===== src/rtl/warning_chime_ctrl.sv =====
// Cadenced chime and lamp driver downstream of warning_system.
// Optional WARN_LOG_EN adds a saturating count of warn_pri1 rising edges.
module warning_chime_ctrl #(
  parameter int unsigned TICK_DIV  = 4,
  parameter int unsigned P1_ON     = 2,
  parameter int unsigned P1_OFF    = 2,
  parameter int unsigned P2_ON     = 1,
  parameter int unsigned P2_OFF    = 3,
  parameter int unsigned P2_REPEAT = 3
) (
  input  logic       clk,
  input  logic       rst,
  input  logic       warn_pri1,
  input  logic       warn_pri2,
  input  logic       ack,
  output logic       chime_out,
  output logic       lamp_p1,
  output logic       lamp_p2
`ifdef WARN_LOG_EN
  ,
  output logic [7:0] p1_evt_cnt
`endif
);

  typedef enum logic [2:0] {StIdle, StP1On, StP1Off, StP2On, StP2Off, StP2Mute} state_e;

  state_e      state_q, state_d;
  logic [15:0] presc_q, presc_d;
  logic [7:0]  phase_q, phase_d;
  logic [7:0]  rep_q, rep_d;
  logic        mute_q, mute_d;
  logic        lamp_p1_q, lamp_p2_q;
  logic        tick, phase_end, in_p1;
  logic [7:0]  phase_len;

  assign tick  = (presc_q == 16'(TICK_DIV - 1));
  assign in_p1 = (state_q == StP1On) || (state_q == StP1Off);

  always_comb begin
    phase_len = 8'd1;
    case (state_q)
      StP1On:  phase_len = 8'(P1_ON);
      StP1Off: phase_len = 8'(P1_OFF);
      StP2On:  phase_len = 8'(P2_ON);
      StP2Off: phase_len = 8'(P2_OFF);
      default: phase_len = 8'd1;
    endcase
  end

  assign phase_end = tick && (phase_q == phase_len - 8'd1);

  always_ff @(posedge clk) begin
    if (rst) begin
      state_q   <= StIdle;
      presc_q   <= '0;
      phase_q   <= '0;
      rep_q     <= '0;
      mute_q    <= 1'b0;
      lamp_p1_q <= 1'b0;
      lamp_p2_q <= 1'b0;
    end else begin
      state_q   <= state_d;
      presc_q   <= presc_d;
      phase_q   <= phase_d;
      rep_q     <= rep_d;
      mute_q    <= mute_d;
      lamp_p1_q <= warn_pri1;
      lamp_p2_q <= warn_pri2;
    end
  end

  always_comb begin
    state_d = state_q;
    rep_d   = rep_q;
    // Mute only survives while P2 stays asserted; ack/auto-mute below re-set it.
    mute_d  = warn_pri2 ? mute_q : 1'b0;
    if (warn_pri1 && !in_p1) begin
      state_d = StP1On;
    end else begin
      case (state_q)
        StP1On, StP1Off: begin
          if (!warn_pri1) begin
            if (warn_pri2) begin
              state_d = mute_q ? StP2Mute : StP2On;
              if (!mute_q) rep_d = '0;
            end else begin
              state_d = StIdle;
            end
          end else if (phase_end) begin
            state_d = (state_q == StP1On) ? StP1Off : StP1On;
          end
        end
        StIdle: begin
          if (warn_pri2) begin
            state_d = mute_q ? StP2Mute : StP2On;
            if (!mute_q) rep_d = '0;
          end
        end
        StP2On, StP2Off: begin
          if (ack) begin
            state_d = StP2Mute;
            mute_d  = 1'b1;
          end else if (!warn_pri2) begin
            state_d = StIdle;
            rep_d   = '0;
          end else if (phase_end) begin
            if (state_q == StP2On) begin
              state_d = StP2Off;
            end else if (rep_q + 8'd1 == 8'(P2_REPEAT)) begin
              state_d = StP2Mute;
              mute_d  = 1'b1;
            end else begin
              state_d = StP2On;
              rep_d   = rep_q + 8'd1;
            end
          end
        end
        StP2Mute: begin
          if (!warn_pri2) begin
            state_d = StIdle;
            rep_d   = '0;
          end
        end
        default: state_d = StIdle;
      endcase
    end
  end

  // Every state change restarts the phase timing from zero.
  always_comb begin
    presc_d = tick ? '0 : presc_q + 16'd1;
    phase_d = tick ? phase_q + 8'd1 : phase_q;
    if (state_d != state_q) begin
      presc_d = '0;
      phase_d = '0;
    end
  end

  always_comb begin
    chime_out = (state_q == StP1On) || (state_q == StP2On);
    lamp_p1   = lamp_p1_q;
    lamp_p2   = lamp_p2_q;
  end

`ifdef WARN_LOG_EN
  logic [7:0] evt_cnt_q;

  always_ff @(posedge clk) begin
    if (rst) begin
      evt_cnt_q <= '0;
    end else if (warn_pri1 && !lamp_p1_q && (evt_cnt_q != 8'hff)) begin
      evt_cnt_q <= evt_cnt_q + 8'd1;
    end
  end

  assign p1_evt_cnt = evt_cnt_q;
`endif

endmodule


===== config.mk =====
export PLATFORM = sky130hd
export DESIGN_NAME = warning_chime_ctrl
export DESIGN_NICKNAME = d
export VERILOG_FILES = /design/src/rtl/warning_chime_ctrl.sv
export SDC_FILE = /design/constraint.sdc
export NUM_CORES = 1
export LEC_CHECK = 0
export ABC_CLOCK_PERIOD_IN_PS = 2650
export CAP_MARGIN = 25
export CORE_AREA = 2 2 116 62
export DETAILED_ROUTE_END_ITERATION = 12
export DIE_AREA = 0 0 118 64
export GPL_TIMING_DRIVEN = 0
export HOLD_SLACK_MARGIN = 0.15
export SLEW_MARGIN = 15
export SYNTH_ARGS = -nofsm -noshare
export SYNTH_HDL_FRONTEND = slang
export SYNTH_SLANG_ARGS = --single-unit

===== constraint.sdc =====
create_clock -name clk -period 2.65 [get_ports clk]
set_input_delay 0.3975 -clock clk [delete_from_list [all_inputs] [get_ports clk]]
set_output_delay 0.3975 -clock clk [all_outputs]
set_load 0.01 [all_outputs]

==> results.toml, run 1 <==
[placed_design]
dp.cells = 413
dp_hpwl_mm = 4.89
port_buffers = 6
gp_congestion = 0.866
dp_worst_setup_slack_ns = -0.610

[job]
drv_cap = 0

[setup_path]
crit_fanout = 10
startpoint_type = "flip-flop"
cp.required_ns = 2.86
arrival_ns = 3.01
r2r.worst_path.cells = 9
path_class = "flip-flop to flip-flop"
setup.worst_path.end_class = "flip-flop"

[global_route]
grt_overflow = 0
antenna_found_initial = 0
grt_use_total_pct = 18.8
grt_pass1_wl_mm = 11.3
grt_start_max_net_pins = 12
first_global_vias = 2147

[die]
core_um2 = 6490
die_x_um = 118
num_io_pins = 8
die_height_um = 64
dieArea_um2 = 7550
initial_utilization_pct = 39.2
fp-row-count = 21

[detailed_routing]
routed_wirelength_mm = 6.96
first_iter_violations = 305
drc = 0
num_vias = 2439
wl_per_cell_um = 16.2
first_pass_iters = 5
drt-vias-per-instance = 5.69
ant_nets = 0

[final_layout]
stdcell_count = 429
nets = 345
syn_to_final_growth_pct = 23.9
antenna_cells = 0
drive_above_1_share_pct = 22.8

[clock_network]
cts_inserted_buffers = 5
clock-root-buffer = "clkbuf_16"
cts_tree = "yes"
clk-insertion-delay-late_ns = 0.28
clk_pin_slew_worst_paths_ns = 0.06
htree_levels = 2
cts-hold-fix-buffers = 0
cts_num_sinks = 38
ctsLongestPathBuffers = 2

[pwr]
power.leakage_uw = 0.00110
max-vdd-ir-drop_mv = 0.203
power_density_nw_per_um2 = 492

[sta]
period_share_pct = 106
timing.setup.tns_ns = -3.59
finalSetupViolations = 28
finalHoldViolCount = 0
slew_viol_final = 0
clock_skew_ns = 0.00728
fin_crit_ns = 2.81
max_slew_margin_pct = 45.9
worst_slew_pin_slew_ns = 0.802
max_freq_mhz = 356
whs_ns = 0.527
grt_setup_unrepaired = "yes"
fin_ws_ns = -0.156

[synthesis]
synthesis.area_um2 = 2540
synth_top_area_cell = "dfxtp_1"
synth.distinct_cells = 54
seq_area_frac_synth_pct = 29.9
ys_seq_elements = 38
syn_inst = 314
synth_edf_count = 0
ys_warn_count = 0
netlist_top_cells_area = "dfxtp_1 (30%), nor3_2 (8.3%), nand2_1 (6.2%)"
syn_nets = 323
synthArstFlopShare_pct = 0
synth.avg_cell_area_um2 = 8.09
synthDominantCellAreaShare_pct = 29.9
synth_flop_cell = "dfxtp_1"

[status]
violations = "setup timing"
status = "finished with violations"

[worst_hold_path]
min_path_type = "flip-flop to flip-flop"
holdPathStages = 2
-- layout make-up --
type / count / area, um2
buffer: 15 / 109
clock buffer: 7 / 143
clock inverter: 1 / 5.00
fill: 635 / 3340
inverter: 6 / 22.5
multi-input combinational: 253 / 1840
sequential: 38 / 764
tap: 92 / 115
timing repair buffer: 17 / 150
-- stage by stage --
| step | total power, uW | utilization, % | cell area, um2 |
|---|---|---|---|
| after floorplan | 799 | - | 2580 |
| after global placement | 866 | 42.5 | 2760 |
| after detailed placement | 867 | 42.6 | 2760 |
| after CTS | 1520 | 46.7 | 3030 |
| after global routing | 1620 | 48.5 | 3150 |
| final | 1550 | 48.5 | 3150 |
-- critical path, cell delays in order, from the launching register on --
cell and delay [ns]:
dfxtp_1 0.43, clkbuf_1 0.37, inv_1 0.21, o22ai_1 0.45, nor2_1 0.06, o21ai_0 0.11, nand3b_1 0.15, a2111o_2 0.60
buf_12 0.20, nor3_2 0.14
-- kinds of logic (layout without fill, tap and decap cells) --
| kind of cell | after synthesis | in the layout | synth area share (%) |
|---|---|---|---|
| simple gates | 161 | 161 | 38.1 |
| compound gates | 58 | 58 | 15.6 |
| flops | 38 | 38 | 29.9 |
| xor+xnor | 26 | 26 | 8.96 |
| buf+inv | 23 | 46 | 3.84 |
| fa+ha+maj | 4 | 4 | 1.97 |
| mux | 4 | 4 | 1.62 |
-- cell usage after synthesis (2+ instances only) --
library cell / count
a211oi_1: 3
a21o_1: 2
a21oi_1: 14
a22oi_1: 2
a31oi_1: 3
and2_1: 5
and3_1: 15
and4_1: 3
buf_1: 2
buf_2: 3
buf_4: 2
clkbuf_1: 10
dfxtp_1: 38
ha_1: 4
inv_1: 6
mux2i_1: 3
nand2_1: 42
nand2b_1: 2
nand3_1: 9
nand3b_1: 2
nand4_1: 7
nor2_1: 20
nor2b_1: 5
nor3_1: 2
nor3_2: 21
nor3b_1: 2
nor4_1: 4
nor4b_1: 5
o211ai_1: 7
o21ai_0: 11
o21bai_1: 2
o22ai_1: 2
o41ai_1: 2
or3_1: 7
or4_1: 4
xnor2_1: 18
xor2_1: 8
-- state kept, by name, indices dropped and copies added (netlist names) --
register  cells
lamp_p1       1
phase_q       8
mute_q        1
state_q       3
rep_q         8
presc_q      16
lamp_p2       1
-- worst paths after layout --
check                  start    endpoint  slack (ns)
hold / removal        mute_q      mute_q        0.53
setup / recovery  state_q[1]  phase_q[2]       -0.16
hold reg to reg       mute_q      mute_q        0.53
setup reg to reg  state_q[1]  phase_q[2]       -0.16
-- power breakdown --
group,total [uW],internal (uW),switching (uW)
Clock,610,373,237
Combinational,346,140,206
Sequential,593,581,12.3
-- what timing repair did --
item	CTS	global route
pin swaps	16	7
setup endpoints to repair	34	34
cloned	2	1
gates resized for setup	16	27
setup buffers	5	3
-- metal layers --
layer,vias up,global-route usage [%],share of wire [%]
li1,1185,-,-
met2,85,23.6,36
met1,1162,31.4,56
met4,0,4.07,0.68
met5,-,0,0
met3,7,3.39,7.3
-- layout by cell type, fill, tap and decap left out, drive strengths merged, types with 8 or more instances in the layout --
master and instances:
o21ai 11, dfxtp 38, nand3 9, and3 15, xnor2 18, nor3 23
nor2 20, a21oi 14, buf 17, clkbuf 16, nand2 43, xor2 8
Note: power is estimated with default switching activity, not from simulation.
==> inputs of run 2 (changes only) <==
--- a/config.mk
+++ b/config.mk
@@ -7,9 +7,10 @@
 export LEC_CHECK = 0
 export ABC_CLOCK_PERIOD_IN_PS = 2650
 export CAP_MARGIN = 25
-export CORE_AREA = 2 2 116 62
+export CORE_AREA = 2 2 83 85
+export CTS_CLUSTER_SIZE = 8
 export DETAILED_ROUTE_END_ITERATION = 12
-export DIE_AREA = 0 0 118 64
+export DIE_AREA = 0 0 85 87
 export GPL_TIMING_DRIVEN = 0
 export HOLD_SLACK_MARGIN = 0.15
 export SLEW_MARGIN = 15
==> run 2 against run 1 <==
Effect of this change:
- the flow still finishes with violations (setup timing)
- setup slack gained 0.066 ns
- wire length shrank 7.9%
- via count shrank 1.9%
- critical path type unchanged
- worst hold slack lost 0.030 ns
- register-to-register slack gained 0.07 ns
- largest power group is now sequential cells
- die area shrank 2.1%
- critical path depth shrank 1
- count of clock-buffer cells in the layout is the same
- final cell count shrank 2.3%
- sequential power is essentially flat
- critical endpoint is now presc_q[8]
- clock power shrank 21%
==> results.toml, run 2 (same netlist as run 1, synthesis figures left out) <==
[status]
status = "finished with violations"
violations = "setup timing"

[detailed_routing]
wl_per_cell_um = 15.3
ant_nets = 0
drc = 0
num_vias = 2392
first_pass_iters = 4
routed_wirelength_mm = 6.41
drt-vias-per-instance = 5.71
first_iter_violations = 79

[pwr]
combPwrFrac_pct = 23.3
p_total_uw = 1400
max-vdd-ir-drop_mv = 0.318
power_density_nw_per_um2 = 445
power_frac_seq_pct = 42.2
p_int_uw = 994
power.switching_uw = 409
power.leakage_uw = 0.00108
sw_frac_of_total_pct = 29.2
power_frac_clock_pct = 34.5

[global_route]
grt_overflow = 0
grt_pass1_wl_mm = 10.7
grt_use_total_pct = 17.6
first_global_vias = 2284
grt_start_max_net_pins = 12
antenna_found_initial = 0

[die]
fp-row-count = 30
initial_utilization_pct = 38.7
core_um2 = 6570
num_io_pins = 8
die_height_um = 87
die_x_um = 85
dieArea_um2 = 7400

[clock_network]
ctsLongestPathBuffers = 2
htree_levels = 2
clock-root-buffer = "clkbuf_8"
clk_pin_slew_worst_paths_ns = 0.07
cts_inserted_buffers = 5
cts_tree = "yes"
cts-hold-fix-buffers = 0
cts_num_sinks = 38
clk-insertion-delay-late_ns = 0.29

[setup_path]
r2r-start = "presc_q[12]"
crit_fanout = 10
setup.worst_path.end_class = "flip-flop"
cpMaxStageDelayCell = "or4_4"
regToRegEndpoint = "presc_q[8]"
startpoint_type = "flip-flop"
critPathMaxStageDelay_ns = 0.53
path_cells = "or4_4, or4_4, nor3_4, nor4bb_4, a211oi_2, a2111o_2, buf_8, nor3_2"
rrSetupSlack_ns = -0.09
path_class = "flip-flop to flip-flop"
path_common_cell = "or4_4"
arrival_ns = 2.96
startpoint = "presc_q[12]"
r2r.worst_path.cells = 8
cp.required_ns = 2.87

[sta]
grt_setup_unrepaired = "yes"
whs_ns = 0.497
finalHoldViolCount = 0
max_slew_margin_pct = 44.8
fin_crit_ns = 2.74
timing.setup.tns_ns = -1.41
slew_viol_final = 0
fin_ws_ns = -0.0900
worst_slew_pin_slew_ns = 0.819
clock_skew_ns = 0.00819
max_freq_mhz = 365
finalSetupViolations = 21
period_share_pct = 103

[final_layout]
final_common_cell = "nand2_1"
final_area_um2 = 3150
syn_to_final_growth_pct = 24.0
largest_reg_flops = 16
antenna_cells = 0
largest-register = "presc_q"
final_cell_mix = "nand2_1 (41), dfxtp_1 (34), nor3_2 (20), nor2_1 (17), xnor2_1 (17)"
largestRegisters = "presc_q (16), phase_q (8), rep_q (8)"
nets = 347
drive_above_1_share_pct = 26.0

[worst_hold_path]
min_path_type = "primary input to flip-flop"
holdPathStages = 3
min_to = "mute_q"
hp-start = "warn_pri2"

[placed_design]
dp_hpwl_mm = 4.14
gp_congestion = 0.808
port_buffers = 6
place_area_um2 = 2750
dp_worst_setup_slack_ns = -0.668

[job]
drv_cap = 0
-- run 2: changes by cell type in the layout (fill, tap and decap cells not counted), sizes merged --
cell | before | now
clkbuf | 16 | 15
bufinv | 0 | 1
clkinv | 1 | 0
buf | 17 | 20
-- run 2: power groups by stage --
stage               sequential (uW)  clock [uW]  combinational [uW]
floorplan                       598           0                 201
global placement                598           0                 263
detailed placement              598           0                 262
CTS                             586         497                 296
global route                    594         520                 351
finish                          592         484                 327
-- run 2: timing repair --
action / CTS / global route
setup endpoints to repair: 34 / 33
cloned: 2 / 1
pin swaps: 26 / 16
setup buffers: 5 / 6
resized for setup: 19 / 31
-- run 2: layout make-up --
cell class                 instances  area (um2)
fill                             635        3420
tap                               80         100
multi-input combinational        253        1890
clock buffer                       7        76.3
inverter                           6        22.5
sequential                        38         766
buffer                            13        88.8
timing repair buffer              21         180
clock inverter                     1        30.0
-- run 2: per-stage QoR --
stage / util, % / instances
after floorplan: - / 314
after global placement: 41.8 / 400
final: 48.0 / 419
after CTS: 45.4 / 415
after global routing: 48.0 / 419
after detailed placement: 41.8 / 401
-- run 2: critical path, delay by kind of cell (launching register included) --
kind	cells	cell delay (ns)
flops	1	0.32
simple gates	5	1.59
buf+inv	1	0.20
compound gates	2	0.55
-- run 2: metal layers --
layer | vias up | track usage (%) | wire length, um | share of wire [%]
met5 | - | 0 | 0 | 0
li1 | 1197 | - | - | -
met3 | 4 | 3.32 | 264 | 4.1
met2 | 67 | 29.4 | 3180 | 50
met4 | 0 | 4.91 | 50 | 0.78
met1 | 1124 | 23.1 | 2910 | 45
-- run 2: worst max-delay path by stage --
stage / slack, ns / cells after the start / end
floorplan: -0.06 / 8 / presc_q[12]
global placement: -0.82 / 8 / presc_q[1]
detailed placement: -0.67 / 10 / presc_q[1]
CTS: -0.19 / 8 / presc_q[8]
global route: -0.20 / 8 / presc_q[4]
finish: -0.09 / 8 / presc_q[8]
